### config.mk
export PLATFORM = sky130hd
export DESIGN_NAME = sspm_connector_v2_flat
export DESIGN_NICKNAME = d
export VERILOG_FILES = /design/src/rtl/sspm_connector_v2_if.sv /design/src/rtl/sspm_connector_v2.sv /design/src/flat_wrapper.sv
export SDC_FILE = /design/constraint.sdc
export NUM_CORES = 1
export LEC_CHECK = 0
export CAP_MARGIN = 20
export CORE_MARGIN = 3
export CORE_UTILIZATION = 42
export CTS_BUF_LIST = sky130_fd_sc_hd__clkbuf_16
export CTS_CLUSTER_DIAMETER = 150
export DETAILED_ROUTE_END_ITERATION = 16
export GPL_ROUTABILITY_DRIVEN = 0
export PLACE_DENSITY = 0.93
export SETUP_SLACK_MARGIN = 0.02
export SYNTH_ARGS = -nofsm -noshare
export SYNTH_HDL_FRONTEND = slang
export SYNTH_SLANG_ARGS = --single-unit
### constraint.sdc
create_clock -name clk -period 2.42 [get_ports clk]
set_input_delay 0.484 -clock clk [delete_from_list [all_inputs] [get_ports clk]]
set_output_delay 0.484 -clock clk [all_outputs]
set_load 0.005 [all_outputs]
### src/rtl/sspm_connector_v2_if.sv
// Core-side OCP signals and arbiter-side connector signals of one SSPM connector.
// The connector itself uses the slave modport; whatever drives it uses master.
interface sspm_connector_v2_if #(
    parameter int DATA_WIDTH = 32,
    parameter int ADDR_WIDTH = 16
);
    logic                      io_superMode;
    logic [2:0]                io_ocp_M_Cmd;
    logic [31:0]               io_ocp_M_Addr;
    logic [DATA_WIDTH-1:0]     io_ocp_M_Data;
    logic [DATA_WIDTH/8-1:0]   io_ocp_M_ByteEn;
    logic [1:0]                io_ocp_S_Resp;
    logic [DATA_WIDTH-1:0]     io_ocp_S_Data;
    logic                      io_connectorSignals_req;
    logic                      io_connectorSignals_select;
    logic [DATA_WIDTH-1:0]     io_connectorSignals_data_in;
    logic [DATA_WIDTH-1:0]     io_connectorSignals_data_out;
    logic [ADDR_WIDTH-1:0]     io_connectorSignals_addr;
    logic [DATA_WIDTH/8-1:0]   io_connectorSignals_byteEn;
    logic                      io_connectorSignals_we;
    logic                      io_connectorSignals_re;

    modport slave (
        input  io_superMode, io_ocp_M_Cmd, io_ocp_M_Addr, io_ocp_M_Data, io_ocp_M_ByteEn,
        input  io_connectorSignals_select, io_connectorSignals_data_in,
        output io_ocp_S_Resp, io_ocp_S_Data,
        output io_connectorSignals_req, io_connectorSignals_data_out, io_connectorSignals_addr,
        output io_connectorSignals_byteEn, io_connectorSignals_we, io_connectorSignals_re
    );

    modport master (
        output io_superMode, io_ocp_M_Cmd, io_ocp_M_Addr, io_ocp_M_Data, io_ocp_M_ByteEn,
        output io_connectorSignals_select, io_connectorSignals_data_in,
        input  io_ocp_S_Resp, io_ocp_S_Data,
        input  io_connectorSignals_req, io_connectorSignals_data_out, io_connectorSignals_addr,
        input  io_connectorSignals_byteEn, io_connectorSignals_we, io_connectorSignals_re
    );
endinterface

### src/rtl/sspm_connector_v2.sv
// OCP-to-SSPM connector: latches one core request, holds it until the arbiter grants,
// waits out the read latency and answers DVA, or ERR for illegal/protected commands.
module sspm_connector_v2 #(
    parameter int          DATA_WIDTH   = 32,
    parameter int          ADDR_WIDTH   = 16,
    parameter int          READ_LATENCY = 1,
    parameter int unsigned PROT_LIMIT   = 256
) (
    input  logic                 clk,
    input  logic                 reset,
    sspm_connector_v2_if.slave   bus
);
    localparam logic [2:0] CMD_IDLE  = 3'd0;
    localparam logic [2:0] CMD_WR    = 3'd1;
    localparam logic [2:0] CMD_RD    = 3'd2;
    localparam logic [1:0] RESP_NULL = 2'd0;
    localparam logic [1:0] RESP_DVA  = 2'd1;
    localparam logic [1:0] RESP_ERR  = 2'd3;

    typedef enum logic [1:0] {
        ST_IDLE,
        ST_WAIT_GRANT,
        ST_READ_WAIT,
        ST_RESP
    } state_t;

    state_t                  state;
    logic [1:0]              lat_cnt;
    logic                    pending_req;
    logic                    pending_we;
    logic                    pending_re;
    logic [ADDR_WIDTH-1:0]   lat_addr;
    logic [DATA_WIDTH-1:0]   lat_data;
    logic [DATA_WIDTH/8-1:0] lat_be;
    logic [1:0]              resp_code;
    logic [DATA_WIDTH-1:0]   resp_data;

    logic [ADDR_WIDTH-1:0]   addr_trunc;
    logic                    is_wr;
    logic                    prot_hit;

    assign addr_trunc = bus.io_ocp_M_Addr[ADDR_WIDTH-1:0];
    assign is_wr      = (bus.io_ocp_M_Cmd == CMD_WR);
    // Protection is judged on the address the arbiter would actually see.
    assign prot_hit   = is_wr && !bus.io_superMode && (32'(addr_trunc) < PROT_LIMIT);

    generate
        if (ADDR_WIDTH < 32) begin : g_addr_hi
            logic unused_addr_hi;
            assign unused_addr_hi = ^bus.io_ocp_M_Addr[31:ADDR_WIDTH];
        end
    endgenerate

    always_ff @(posedge clk or negedge reset) begin
        if (!reset) begin
            state       <= ST_IDLE;
            lat_cnt     <= '0;
            pending_req <= 1'b0;
            pending_we  <= 1'b0;
            pending_re  <= 1'b0;
            lat_addr    <= '0;
            lat_data    <= '0;
            lat_be      <= '0;
            resp_code   <= RESP_NULL;
            resp_data   <= '0;
        end else begin
            // Response fields are single-cycle pulses unless set below.
            resp_code <= RESP_NULL;
            resp_data <= '0;
            case (state)
                ST_IDLE: begin
                    if (bus.io_ocp_M_Cmd == CMD_WR || bus.io_ocp_M_Cmd == CMD_RD) begin
                        lat_addr <= addr_trunc;
                        lat_data <= bus.io_ocp_M_Data;
                        lat_be   <= is_wr ? bus.io_ocp_M_ByteEn : '0;
                        if (prot_hit) begin
                            resp_code <= RESP_ERR;
                            state     <= ST_RESP;
                        end else begin
                            pending_req <= 1'b1;
                            pending_we  <= is_wr;
                            pending_re  <= !is_wr;
                            state       <= ST_WAIT_GRANT;
                        end
                    end else if (bus.io_ocp_M_Cmd != CMD_IDLE) begin
                        resp_code <= RESP_ERR;
                        state     <= ST_RESP;
                    end
                end
                ST_WAIT_GRANT: begin
                    if (bus.io_connectorSignals_select) begin
                        pending_req <= 1'b0;
                        pending_we  <= 1'b0;
                        pending_re  <= 1'b0;
                        if (pending_we) begin
                            resp_code <= RESP_DVA;
                            state     <= ST_RESP;
                        end else begin
                            lat_cnt <= 2'(READ_LATENCY - 1);
                            state   <= ST_READ_WAIT;
                        end
                    end
                end
                ST_READ_WAIT: begin
                    if (lat_cnt == 2'd0) begin
                        resp_code <= RESP_DVA;
                        resp_data <= bus.io_connectorSignals_data_in;
                        state     <= ST_RESP;
                    end else begin
                        lat_cnt <= lat_cnt - 2'd1;
                    end
                end
                ST_RESP: begin
                    state <= ST_IDLE;
                end
                default: begin
                    state <= ST_IDLE;
                end
            endcase
        end
    end

    assign bus.io_ocp_S_Resp                = resp_code;
    assign bus.io_ocp_S_Data                = resp_data;
    assign bus.io_connectorSignals_req      = pending_req;
    assign bus.io_connectorSignals_we       = pending_we;
    assign bus.io_connectorSignals_re       = pending_re;
    assign bus.io_connectorSignals_addr     = lat_addr;
    assign bus.io_connectorSignals_data_out = lat_data;
    assign bus.io_connectorSignals_byteEn   = lat_be;
endmodule

### src/flat_wrapper.sv
// flat-port wrapper written by rule: the top's interface ports become plain ports
module sspm_connector_v2_flat 
#(
    parameter int          DATA_WIDTH   = 32,
    parameter int          ADDR_WIDTH   = 16,
    parameter int          READ_LATENCY = 1,
    parameter int unsigned PROT_LIMIT   = 256
)
  (clk, reset, bus_io_superMode, bus_io_ocp_M_Cmd, bus_io_ocp_M_Addr, bus_io_ocp_M_Data, bus_io_ocp_M_ByteEn, bus_io_connectorSignals_select, bus_io_connectorSignals_data_in, bus_io_ocp_S_Resp, bus_io_ocp_S_Data, bus_io_connectorSignals_req, bus_io_connectorSignals_data_out, bus_io_connectorSignals_addr, bus_io_connectorSignals_byteEn, bus_io_connectorSignals_we, bus_io_connectorSignals_re);
  sspm_connector_v2_if #(.DATA_WIDTH(DATA_WIDTH), .ADDR_WIDTH(ADDR_WIDTH)) bus_i ();
  input  logic clk;
  input  logic reset;
  input wire logic [$bits(bus_i.io_superMode)-1:0] bus_io_superMode;
  input wire logic [$bits(bus_i.io_ocp_M_Cmd)-1:0] bus_io_ocp_M_Cmd;
  input wire logic [$bits(bus_i.io_ocp_M_Addr)-1:0] bus_io_ocp_M_Addr;
  input wire logic [$bits(bus_i.io_ocp_M_Data)-1:0] bus_io_ocp_M_Data;
  input wire logic [$bits(bus_i.io_ocp_M_ByteEn)-1:0] bus_io_ocp_M_ByteEn;
  input wire logic [$bits(bus_i.io_connectorSignals_select)-1:0] bus_io_connectorSignals_select;
  input wire logic [$bits(bus_i.io_connectorSignals_data_in)-1:0] bus_io_connectorSignals_data_in;
  output wire logic [$bits(bus_i.io_ocp_S_Resp)-1:0] bus_io_ocp_S_Resp;
  output wire logic [$bits(bus_i.io_ocp_S_Data)-1:0] bus_io_ocp_S_Data;
  output wire logic [$bits(bus_i.io_connectorSignals_req)-1:0] bus_io_connectorSignals_req;
  output wire logic [$bits(bus_i.io_connectorSignals_data_out)-1:0] bus_io_connectorSignals_data_out;
  output wire logic [$bits(bus_i.io_connectorSignals_addr)-1:0] bus_io_connectorSignals_addr;
  output wire logic [$bits(bus_i.io_connectorSignals_byteEn)-1:0] bus_io_connectorSignals_byteEn;
  output wire logic [$bits(bus_i.io_connectorSignals_we)-1:0] bus_io_connectorSignals_we;
  output wire logic [$bits(bus_i.io_connectorSignals_re)-1:0] bus_io_connectorSignals_re;
  assign bus_i.io_superMode = bus_io_superMode;
  assign bus_i.io_ocp_M_Cmd = bus_io_ocp_M_Cmd;
  assign bus_i.io_ocp_M_Addr = bus_io_ocp_M_Addr;
  assign bus_i.io_ocp_M_Data = bus_io_ocp_M_Data;
  assign bus_i.io_ocp_M_ByteEn = bus_io_ocp_M_ByteEn;
  assign bus_i.io_connectorSignals_select = bus_io_connectorSignals_select;
  assign bus_i.io_connectorSignals_data_in = bus_io_connectorSignals_data_in;
  assign bus_io_ocp_S_Resp = bus_i.io_ocp_S_Resp;
  assign bus_io_ocp_S_Data = bus_i.io_ocp_S_Data;
  assign bus_io_connectorSignals_req = bus_i.io_connectorSignals_req;
  assign bus_io_connectorSignals_data_out = bus_i.io_connectorSignals_data_out;
  assign bus_io_connectorSignals_addr = bus_i.io_connectorSignals_addr;
  assign bus_io_connectorSignals_byteEn = bus_i.io_connectorSignals_byteEn;
  assign bus_io_connectorSignals_we = bus_i.io_connectorSignals_we;
  assign bus_io_connectorSignals_re = bus_i.io_connectorSignals_re;
  sspm_connector_v2 #(.DATA_WIDTH(DATA_WIDTH), .ADDR_WIDTH(ADDR_WIDTH), .READ_LATENCY(READ_LATENCY), .PROT_LIMIT(PROT_LIMIT)) u_core (.clk(clk), .reset(reset), .bus(bus_i));
endmodule
==> metrics.txt, run 1 <==
Total GRT Usage 0.2082; Seq/Total Area, Yosys 0.6533; Post-Syn Area per Cell 10.30 um^2; largest family of logic cells by synthesized area simple AND/OR/NAND/NOR gates; Tot Pwr 0.006197 W; status finished clean; Tmin final 2.144 ns; Worst IR Drop VDD 527.2 uV; Synthesis Warnings 0; pwr dens 1078 nW/um^2; ANT cells 0; Core Area 7968 um^2; worst slew pin tran 1.021 ns; Post-DP HPWL 7455 um; Rel. slew slack 0.3177; FMAX 0.4664 GHz; layout cells sized above 1 0.05451; row count 32; wirelength, routed 9801 um; largest net degree at the start of global routing 52; Post-Syn Instances 346; Main synth FF type dfrtp_1; die area 9623 um^2; max-slew violation count 0; #FFs+latches synth 93; final hold viol count 0; Compound-Gate Fraction of Synth Area 0.04355; clk_lat worst skew 0.33 ns; RSZ-0062 raised after global routing no; setup bufs post-CTS 0; area delta synth->final 61.33%; Post-CTS Resized 0; Hold-fix buffers, CTS 0; fin util 0.7213; Hold Crit Class in -> async; maxcap violations 0; Die Span X 98.10 um; drt wl/cell 15.46 um; Clock Skew 0.006889 ns; Worst Path Arrival 2.41 ns; synth unique cells 33; critical path type reg -> reg; CTS tree done; post-synthesis mux area share 0.005620; Leakage 2.804 nW; via count 3119; endpoint type of the worst setup path register; CTS Buf Count 9; die height 98.10 um; clock buffer depth 2; clk root buf clkbuf_16; ys async rst share 1.000; Reg-to-Reg End u_core.bus.io_connectorSignals_addr[13]; Worst setup SP type register; Worst R2R Path Depth 6; setup_tns 0 ns; Data required, critical path 2.68 ns; clk slew on worst S/H paths 0.07 ns; worst r2r src u_core.state[0]; Post-synth EDFFs 0; FF-to-FF setup slack 0.28 ns; I/O pin count 196; DRT antenna net count 0; Mapped Nets 459; CP Max Fanout 48; commonest non-fill, non-tap cell in the layout clkdlybuf4s50_1; residual DRC count 0; Setup-failing EPs final 0; vias in the first global route 3365; post-synthesis simple-gate area fraction 0.2420; initial antenna violation count 0; final net count 640; Initial Util 0.4471; adder-cell share of the synthesized area 0.02107; CTS H-tree lvls 3; DR pass1 iterations 4; first-pass GRT wire length 15970 um; gr ovfl total 0; Mapped Area 3562 um^2; Layout fillers 574; period utilisation layout 0.8860; Sink Count 93; commonest non-fill, non-tap cells in the layout clkdlybuf4s50_1, nand2_1, dfrtp_1; post-synthesis xor/xnor area fraction 0.002459; initial DRC count 118; routed vias/inst 4.920; # port buffers 179
## synthesized netlist by cell type, types with 2 or more instances
cell | number | area, um^2
a21oi_1 | 2 | 10.01
a22o_1 | 4 | 35.03
and3_1 | 33 | 206.5
buf_2 | 7 | 35.03
buf_6 | 2 | 22.52
clkbuf_1 | 8 | 30.03
dfrtp_1 | 93 | 2327
ha_1 | 6 | 75.07
inv_1 | 7 | 26.28
mux2i_1 | 2 | 20.02
nand2_1 | 147 | 551.8
nand2b_1 | 5 | 31.28
nor2_1 | 7 | 26.28
nor4_1 | 2 | 12.51
o21ai_0 | 3 | 15.01
## power breakdown
part	switching, W	total, W	leakage, nW	internal [W]
combinational	0.00103	0.00250	1.47	0.00147
clock	0.000572	0.00127	0.128	0.000697
sequential	0.000292	0.00243	1.20	0.00213
total	0.00190	0.00620	2.80	0.00430
## worst max-delay path, cell delays in order, from the launching register on
cell      delay (ns)
dfrtp_1         0.40
inv_1           0.15
ha_1            0.24
nand2b_1        0.17
nor2_4          0.83
nand2_1         0.18
nand2_1         0.10
## logic make-up (layout without fill, tap and decap cells)
logic type,after synthesis,count (layout)
buf+inv,24,210
xor+xnor,1,1
fa+ha+maj,6,6
flops,93,93
simple gates,199,199
mux,2,2
compound gates,21,21
## area by class of cell
cell class	count	area, um^2	area share
Clock buffer	9	225.2	0.03919
Tap cell	102	127.6	0.02221
Clock inverter	7	50.05	0.008709
Multi-Input combinational cell	229	1129	0.1964
Timing Repair Buffer	187	1862	0.3240
Inverter	7	26.28	0.004572
Sequential cell	93	2327	0.4050
## stage by stage
stage          setup slack (ns)  instances  hold slack (ns)  cell area (um^2)
6_report                 0.2760        634           0.1785              5747
5_1_grt                 0.03711        634           0.2196              5747
4_1_cts                  0.2763        634           0.1993              5747
3_5_place_dp           0.007272        618           0.4619              5472
3_3_place_gp             0.1203        618           0.4570              5472
2_1_floorplan            0.8011        346           0.1884              3562
## sequential cells by signal (all words and copies together), names as in the netlist, 2 cells and up
name	count
u_core.bus.io_connectorSignals_data_out	32
u_core.bus.io_ocp_S_Data	32
u_core.bus.io_connectorSignals_addr	16
u_core.bus.io_connectorSignals_byteEn	4
u_core.bus.io_ocp_S_Resp	2
u_core.lat_cnt	2
u_core.state	2
## how the worst max path moves through the flow
| stage | startpoint | end | slack [ns] | cells past startpoint |
|---|---|---|---|---|
| CTS | u_core.state[0] | u_core.bus.io_connectorSignals_addr[13] | 0.28 | 6 |
| global route | u_core.state[0] | u_core.bus.io_connectorSignals_addr[7] | 0.04 | 6 |
| global placement | bus_io_ocp_M_Cmd[2] | u_core.bus.io_connectorSignals_data_out[30] | 0.12 | 5 |
| detailed placement | bus_io_ocp_M_Cmd[2] | u_core.bus.io_connectorSignals_addr[13] | 0.007 | 5 |
| floorplan | u_core.state[0] | u_core.bus.io_connectorSignals_byteEn[1] | 0.80 | 7 |
| finish | u_core.state[0] | u_core.bus.io_connectorSignals_addr[13] | 0.28 | 6 |
## routing by layer
metal,global-route usage,part of all wire
met1,0.2268,0.38
met2,0.3660,0.51
met3,0.07286,0.087
met4,0.09052,0.025
met5,0,0
Note: power is estimated with default switching activity, not from simulation.
==> run 2: changes to the inputs <==
--- a/config.mk
+++ b/config.mk
@@ -5,13 +5,12 @@
 export SDC_FILE = /design/constraint.sdc
 export NUM_CORES = 1
 export LEC_CHECK = 0
-export CAP_MARGIN = 20
 export CORE_MARGIN = 3
 export CORE_UTILIZATION = 42
 export CTS_BUF_LIST = sky130_fd_sc_hd__clkbuf_16
 export CTS_CLUSTER_DIAMETER = 150
 export DETAILED_ROUTE_END_ITERATION = 16
-export GPL_ROUTABILITY_DRIVEN = 0
+export GPL_ROUTABILITY_DRIVEN = 1
 export PLACE_DENSITY = 0.93
 export SETUP_SLACK_MARGIN = 0.02
 export SYNTH_ARGS = -nofsm -noshare
==> results of run 2 <==
No change in the layout: final DEF, timing and power equal those of run 1.
==> run 3: changes to the inputs <==
--- a/config.mk
+++ b/config.mk
@@ -12,6 +12,7 @@
 export DETAILED_ROUTE_END_ITERATION = 16
 export GPL_ROUTABILITY_DRIVEN = 1
 export PLACE_DENSITY = 0.93
+export REMOVE_ABC_BUFFERS = 1
 export SETUP_SLACK_MARGIN = 0.02
 export SYNTH_ARGS = -nofsm -noshare
 export SYNTH_HDL_FRONTEND = slang
==> run 3 against run 2 <==
  * Critical path depth stayed put
  * Clock skew is essentially flat
  * Total power is 2.7% higher
  * Wire length down 5.2%
  * Count of clock-buffer cells in the layout unchanged
  * Largest cell class unchanged
==> metrics.txt, run 3 (synthesis gave the netlist of run 1 again) <==
Finished Cell Area 5778 um^2 (+0.54%); setup bufs post-CTS 0 (unchanged); I/O pin count 196 (unchanged); Sink Count 93 (unchanged); critical path's most frequent cell nand2_1; Data required, critical path 2.68 ns (about the same); CP max-delay cell nor2_4; Leakage 2.819 nW (+0.54%); pwr dens 1102 nW/um^2 (+2.2%); RSZ-0062 raised after global routing no; Worst setup SP type register; crit-path cells inv_1, ha_1, nand2b_1, nor2_4, nand2_1, nand2_1; commonest non-fill, non-tap cells in the layout clkdlybuf4s50_1, nand2_1, dfrtp_1; final net count 637 (-0.47%); critical path type reg -> reg; clk root buf clkbuf_16; kind of cell adding the most delay to the critical path simple AND/OR/NAND/NOR gates; Reg-to-Reg End u_core.bus.io_connectorSignals_data_out[24]; worst slew pin tran 1.011 ns (-0.01051 ns); Post-DP HPWL 6988 um (-6.3%); clk_lat worst skew 0.32 ns (about the same); Rel. slew slack 0.3247 (+0.007023); row count 32 (unchanged); drt wl/cell 14.72 um (-4.8%); worst r2r src u_core.state[0]; Initial Util 0.4471 (unchanged); register area 2327 um^2 (unchanged); clock buffer depth 2 (unchanged); maxcap violations 0 (unchanged); Hold Crit Class in -> async; gr ovfl total 0 (unchanged); Post-CTS Resized 0 (unchanged); clk slew on worst S/H paths 0.06 ns (about the same); layout cells sized above 1 0.04348 (-0.01103); via count 3037 (-2.6%); CP bufs+invs 1 (unchanged); wirelength, routed 9291 um (-5.2%); Clock Skew 0.007042 ns (+0.0001529 ns); commonest non-fill, non-tap cell in the layout clkdlybuf4s50_1; Worst Path Arrival 2.37 ns (-0.04 ns); initial antenna violation count 0 (unchanged); largest net degree at the start of global routing 60 (+15%); setup_tns 0 ns (unchanged); final setup margin 0.3065 ns (+0.03049 ns); Non-Filler Instances 631 (-0.47%); Core Area 7968 um^2 (unchanged); CTS Buf Count 9 (unchanged); CTS tree done; DP Area 5461 um^2 (-0.18%); endpoint type of the worst setup path register; die area 9623 um^2 (unchanged); first-pass GRT wire length 14970 um (-6.3%); Setup-failing EPs final 0 (unchanged); Die Span X 98.10 um (unchanged); Total GRT Usage 0.1944 (-0.01382); residual DRC count 0 (unchanged); Hold-fix buffers, CTS 0 (unchanged); gpl congestion 0.8469; vias in the first global route 3086 (-8.3%); area delta synth->final 62.21%; FMAX 0.4731 GHz (+1.4%); Tmin final 2.114 ns (-0.03049 ns); FF-to-FF setup slack 0.31 ns (+0.03 ns); die height 98.10 um (unchanged); multi-input combinational cell area 1129 um^2 (unchanged); Placed Cells incl. Taps 615 (-0.49%); status finished clean; Worst IR Drop VDD 578.6 uV (+9.8%); CP Max Fanout 48 (unchanged); pre-CTS setup slack 0.02282 ns (+0.01555 ns); DR pass1 iterations 4 (unchanged); max-slew violation count 0 (unchanged); # port buffers 179 (unchanged); period utilisation layout 0.8734 (-0.01260); Tot Pwr 0.006367 W (+2.7%); DRT antenna net count 0 (unchanged); final hold viol count 0 (unchanged); max incr delay on CP 0.82 ns (about the same); routed vias/inst 4.813 (-2.2%); Layout fillers 547 (-4.7%); Worst R2R Path Depth 6 (unchanged); CTS H-tree lvls 3 (unchanged); initial DRC count 38 (-68%); ANT cells 0 (unchanged)
## run 3: changes by cell type in the layout (fill, tap and decap cells not counted)
cell | previous run | this run
clkinv_1 | 0 | 1
inv_1 | 7 | 8
clkinv_2 | 2 | 0
or2_1 | 0 | 1
clkinvlp_4 | 3 | 2
or2_2 | 1 | 0
buf_4 | 8 | 4
bufinv_16 | 0 | 2
buf_12 | 1 | 2
inv_6 | 1 | 0
## run 3: metal layers
layer / share of wire / global-route usage
met2: 0.50 / 0.3377
met5: 0 / 0
met1: 0.39 / 0.2241
met3: 0.10 / 0.07786
met4: 0.012 / 0.05005
## run 3: where the power goes
| part | internal, W | switching (W) | total, W |
|---|---|---|---|
| clock network | 0.000899 | 0.000560 | 0.00146 |
| logic | 0.00147 | 0.00103 | 0.00250 |
| registers | 0.00213 | 0.000277 | 0.00241 |
| total | 0.00450 | 0.00187 | 0.00637 |
## run 3: metrics by stage
stage | utilization | hold WS [ns]
after floorplan | - | 0.1884
after global placement | 0.6855 | 0.4569
after detailed placement | 0.6855 | 0.4614
after CTS | 0.7252 | 0.1178
after global routing | 0.7252 | 0.1265
final | 0.7252 | 0.09858
## run 3: worst max-delay path by stage
stage	startpoint	endpoint	depth (start not counted)	slack, ns
floorplan	u_core.state[0]	u_core.bus.io_connectorSignals_addr[0]	6	-0.14
global placement	bus_io_ocp_M_Cmd[1]	u_core.bus.io_connectorSignals_data_out[23]	5	0.08
detailed placement	bus_io_ocp_M_Cmd[2]	u_core.bus.io_connectorSignals_addr[13]	5	0.02
CTS	u_core.state[0]	u_core.bus.io_connectorSignals_addr[13]	6	0.30
global route	u_core.state[0]	u_core.bus.io_connectorSignals_data_out[9]	6	0.09
finish	u_core.state[0]	u_core.bus.io_connectorSignals_data_out[24]	6	0.31
## run 3: area by class of cell
cell class              count  area share
well taps                 102     0.02209
clock inverters             7     0.01581
multi-input cells         229      0.1953
clock buffers               9     0.03898
inverters                   7    0.004547
repair buffers            184      0.3205
flip-flops and latches     93      0.4028
